## config.mk

```make
export PLATFORM = sky130hd
export DESIGN_NAME = reg_wb_scheduler
export DESIGN_NICKNAME = d
export VERILOG_FILES = /design/src/rtl/reg_wb_scheduler.sv
export SDC_FILE = /design/constraint.sdc
export NUM_CORES = 1
export LEC_CHECK = 0
export BUFFER_PORTS_ARGS = -buffer_cell sky130_fd_sc_hd__buf_4
export CAP_MARGIN = 0
export CORE_ASPECT_RATIO = 0.8
export CORE_MARGIN = 5
export CORE_UTILIZATION = 50
export CTS_CLUSTER_SIZE = 40
export DETAILED_ROUTE_END_ITERATION = 8
export PLACE_DENSITY = 0.76
export SYNTH_ARGS = -nofsm -noshare
export SYNTH_HDL_FRONTEND = slang
export SYNTH_SLANG_ARGS = --single-unit
```

## constraint.sdc

```tcl
create_clock -name clk -period 2.7 [get_ports clk]
set_clock_uncertainty 0.2 [all_clocks]
set_input_delay 0.135 -clock clk [delete_from_list [all_inputs] [get_ports clk]]
set_output_delay 0.135 -clock clk [all_outputs]
set_load 0.01 [all_outputs]
```

## src/rtl/reg_wb_scheduler.sv

```systemverilog
// Arbitrates the register file write port between pipeline writeback and a
// buffered long-latency result stream, with a per-register busy scoreboard.
module reg_wb_scheduler #(
  parameter int REG_ADDR_W    = 5,
  parameter int DATA_W        = 32,
  parameter int NUM_REGS      = 32,
  parameter int LL_FIFO_DEPTH = 2,
  parameter int STARVE_LIMIT  = 4
) (
  input  logic                  clk,
  input  logic                  rst,
  input  logic                  pipe_wb_valid,
  input  logic [REG_ADDR_W-1:0] pipe_wb_rd,
  input  logic [DATA_W-1:0]     pipe_wb_data,
  output logic                  pipe_stall,
  input  logic                  ll_issue_valid,
  input  logic [REG_ADDR_W-1:0] ll_issue_rd,
  output logic                  ll_issue_ready,
  input  logic                  ll_res_valid,
  input  logic [REG_ADDR_W-1:0] ll_res_rd,
  input  logic [DATA_W-1:0]     ll_res_data,
  output logic                  ll_res_ready,
  input  logic [REG_ADDR_W-1:0] dec_rs1,
  input  logic [REG_ADDR_W-1:0] dec_rs2,
  output logic                  dec_hazard,
  output logic                  rf_we,
  output logic [REG_ADDR_W-1:0] rf_rd,
  output logic [DATA_W-1:0]     rf_wdata
);

  // state     | meaning
  // PIPE_PRIO | pipeline owns the write port, FIFO drains when pipe is idle
  // LL_FORCE  | FIFO head forced onto the port, pipeline stalled one cycle
  typedef enum logic {PIPE_PRIO, LL_FORCE} state_t;

  localparam int PTR_W = $clog2(LL_FIFO_DEPTH);
  localparam int CNT_W = $clog2(STARVE_LIMIT + 1);

  state_t                state;
  logic [NUM_REGS-1:0]   busy;
  logic [CNT_W-1:0]      starve_cnt;
  logic [PTR_W:0]        wr_ptr, rd_ptr;
  logic [REG_ADDR_W-1:0] fifo_rd   [LL_FIFO_DEPTH];
  logic [DATA_W-1:0]     fifo_data [LL_FIFO_DEPTH];

  logic                  empty, full, push, pop, grant_pipe, issue_acc;
  logic [REG_ADDR_W-1:0] head_rd;
  logic [DATA_W-1:0]     head_data;

  assign empty      = (wr_ptr == rd_ptr);
  assign full       = (wr_ptr[PTR_W] != rd_ptr[PTR_W]) &&
                      (wr_ptr[PTR_W-1:0] == rd_ptr[PTR_W-1:0]);
  assign head_rd    = fifo_rd[rd_ptr[PTR_W-1:0]];
  assign head_data  = fifo_data[rd_ptr[PTR_W-1:0]];

  assign grant_pipe = (state == PIPE_PRIO) && pipe_wb_valid;
  assign pop        = !empty && ((state == LL_FORCE) || !pipe_wb_valid);
  // A full FIFO still accepts a result in a cycle that frees its head
  assign ll_res_ready = !full || pop;
  assign push       = ll_res_valid && ll_res_ready;

  assign ll_issue_ready = !busy[ll_issue_rd];
  assign issue_acc      = ll_issue_valid && ll_issue_ready;
  assign pipe_stall     = (state == LL_FORCE);
  assign dec_hazard     = (busy[dec_rs1] && (dec_rs1 != '0)) ||
                          (busy[dec_rs2] && (dec_rs2 != '0));

  always_ff @(posedge clk) begin
    if (push) begin
      fifo_rd[wr_ptr[PTR_W-1:0]]   <= ll_res_rd;
      fifo_data[wr_ptr[PTR_W-1:0]] <= ll_res_data;
    end
  end

  always_ff @(posedge clk) begin
    if (rst) begin
      state      <= PIPE_PRIO;
      busy       <= '0;
      starve_cnt <= '0;
      wr_ptr     <= '0;
      rd_ptr     <= '0;
      rf_we      <= 1'b0;
      rf_rd      <= '0;
      rf_wdata   <= '0;
    end else begin
      if (push) wr_ptr <= wr_ptr + 1'b1;
      if (pop)  rd_ptr <= rd_ptr + 1'b1;

      if (pop) busy[head_rd] <= 1'b0;
      if (issue_acc && (ll_issue_rd != '0)) busy[ll_issue_rd] <= 1'b1;

      rf_we <= 1'b0;
      if (grant_pipe) begin
        rf_we    <= (pipe_wb_rd != '0);
        rf_rd    <= pipe_wb_rd;
        rf_wdata <= pipe_wb_data;
      end else if (pop) begin
        rf_we    <= (head_rd != '0);
        rf_rd    <= head_rd;
        rf_wdata <= head_data;
      end

      case (state)
        PIPE_PRIO: begin
          if (!empty && !pop) begin
            starve_cnt <= starve_cnt + 1'b1;
            if (starve_cnt == CNT_W'(STARVE_LIMIT - 1)) state <= LL_FORCE;
          end else begin
            starve_cnt <= '0;
          end
        end
        LL_FORCE: begin
          starve_cnt <= '0;
          state      <= PIPE_PRIO;
        end
        default: state <= PIPE_PRIO;
      endcase
    end
  end

endmodule

```

==> out/qor.yml <==
status:
  status: "completed"
timing:
  tns_ns: 0
  fin_crit_ns: 2.65
  setup_viol: 0
  hold_viol: 0
  min_period_over_period_pct: 98.2
  worst_slew_pin_slew_ns: 0.836
  rsz0062_at_grt: "no"
  slew_viol_final: 0
  fmax_ghz: 0.377
  max-slew-margin-rel_pct: 44.3
  setup_slack_ns: 0.0486
  hold_slack_ns: 0.0862
pwr:
  switching_power_mw: 1.98
  seq_power_share_pct: 39.7
  peakVddDrop_mv: 0.689
  pwr-share-clk_pct: 36.6
  cellPowerDensity_nw_per_um2: 740
  p_int_mw: 5.06
  netSwitchingFraction_pct: 28.1
  comb_power_share_pct: 23.7
  p_leak_nw: 3.63
setup_path:
  r2r_start: "busy[25]"
  startpoint: "ll_issue_rd[1]"
  critPathKind: "input port to primary output"
  cp-end-kind: "primary output"
  worstPathArrival_ns: 2.32
  start_kind: "input port"
  worstPathRequired_ns: 2.37
  cp_max_fo: 15
routing:
  vias_per_cell: 5.75
  drt_wl_total_mm: 19.4
  drtPass1Iterations: 5
  drtAntennaViolNets: 0
  wire_per_inst_um: 19.2
  vias: 5805
  drcViolationCount: 0
  drtIter0Drc: 570
floorplanning:
  fp.dieH_um: 115
  rows: 38
  coreArea_sq_um: 13500
  pin_count: 136
  die_w_um: 141
  start_util_pct: 50.9
  dieArea_sq_um: 16200
min_path:
  hold_start: "ll_issue_rd[0]"
  hold_path.class: "input port to flip-flop"
global_routing:
  antenna_found_initial: 1
  grt_usage_pct: 24.1
  grt_overflow_total: 0
  grt_pass1_wl_mm: 30.7
  grt_max_degree: 79
  grt_pass1_vias: 5958
clocking:
  clkLatencyLatePin_ns: 0.42
  h-tree-depth: 4
  cts_setup_buffers: 0
  cts_tree: "yes"
  numCtsBuffers: 17
  cts.sinks: 153
  root_buffer: "clkbuf_16"
  cts_buffer_depth: 2
  clkSlewWorstSetupHoldPaths_ns: 0.06
yosys:
  avgSynthCellArea_sq_um: 11.3
  synth_top_area_cell: "edfxtp_1"
  ys_ff_latch: 153
  ys_warn_count: 0
  syn-num-nets: 704
  synth_top_area_share_pct: 32.3
  synth.area.top_cells: "edfxtp_1 (32%), dfxtp_1 (23%), mux2i_1 (7.1%)"
  synth-edff-count: 74
  syn_inst: 608
  ys.flop_type: "dfxtp_1"
  async_reset_ff_share_pct: 0
  ys_seq_area_share_pct: 55.4
  synth_area_sq_um: 6870
  ys_types: 49
place:
  dpl_worst_slack_ns: 0.528
  place_area_sq_um: 8030
  finalWeightedCongestion: 0.911
  hpwl_mm: 12.5
  portBuffers: 135
finish:
  layout-drive-gt1-share_pct: 25.1
  utilization_pct: 70.5
  layout_common_cells: "buf_4 (145), nand2_1 (90), dlygate4sd3_1 (84), dfxtp_1 (78), edfxtp_1 (74)"
  layout_commonest_cell: "buf_4"
  syn_to_final_growth_pct: 38.5
  nNetsFinal: 913
  fin_area_sq_um: 9510
job:
  cap_violations: 0
metal layers:
layer | share of wire [%] | vias up | global-route usage [%]
li1 | - | 2680 | -
met1 | 41 | 2774 | 30.5
met2 | 48 | 306 | 41.2
met3 | 8.6 | 45 | 5.99
met4 | 2.3 | 0 | 7.62
met5 | 0 | - | 0
through the flow:
step | power [mW] | instances
after floorplan | 3.79 | 608
after detailed placement | 4.37 | 894
after global placement | 4.32 | 894
final | 7.04 | 1010
after global routing | 7.34 | 1010
after CTS | 7.04 | 1009
final cells by class:
class / count / area (sq um)
fillers: 890 / 3990
clock inverters: 11 / 194
diodes: 1 / 2.50
repair buffers: 231 / 1960
inverters: 2 / 7.51
clock buffers: 20 / 447
multi-input cells: 412 / 2870
well taps: 180 / 225
flip-flops and latches: 153 / 3800
worst max-delay path: stages:
cell           delay, ns
dlygate4sd3_1       0.55
buf_6               0.17
mux4_1              0.59
mux4_2              0.50
mux2i_1             0.21
buf_4               0.16
power groups by stage:
| stage | Clock (mW) | Combinational (mW) | Sequential, mW |
|---|---|---|---|
| after floorplan | 0 | 0.938 | 2.85 |
| after global placement | 0 | 1.49 | 2.82 |
| after detailed placement | 0 | 1.53 | 2.83 |
| after CTS | 2.61 | 1.65 | 2.79 |
| after global routing | 2.71 | 1.81 | 2.82 |
| final | 2.57 | 1.67 | 2.79 |
cells in the mapped netlist, drive strengths merged, types with 7 or more instances:
cell	number
nand2	91
dfxtp	79
edfxtp	74
o21ai	55
a21oi	52
mux2i	49
o211ai	38
clkbuf	29
nor2b	25
mux4	20
nor2	16
buf	11
nand4	7
registers in the layout, summed over array words and instances, names as in the netlist, named ones only:
signal      flops
wr_ptr          2
rf_we           1
rd_ptr          2
fifo_data      64
fifo_rd        10
pipe_stall      1
starve_cnt      3
rf_rd           5
busy           32
rf_wdata       32
repair_timing:
action | in CTS | in global routing
gates resized for setup | 0 | 1
hold buffers | 84 | 0
setup endpoints to repair | 0 | 1
hold endpoints to repair | 136 | 0
cell families after synthesis:
logic type,synth area share (%)
xor+xnor,0.765
compound gates,12.7
fa+ha+maj,0.364
mux,14.8
simple gates,13.0
flops,55.4
buf+inv,3.04
worst paths after layout:
path | to | slack [ns] | cells past startpoint
worst min-delay path | busy[28] | 0.09 | 3
worst max-delay path | ll_issue_ready | 0.05 | 6
worst max register to register | busy[27] | 0.16 | 5
worst min register to register | starve_cnt[0] | 0.25 | 1
(Power assumes the default switching activity.)
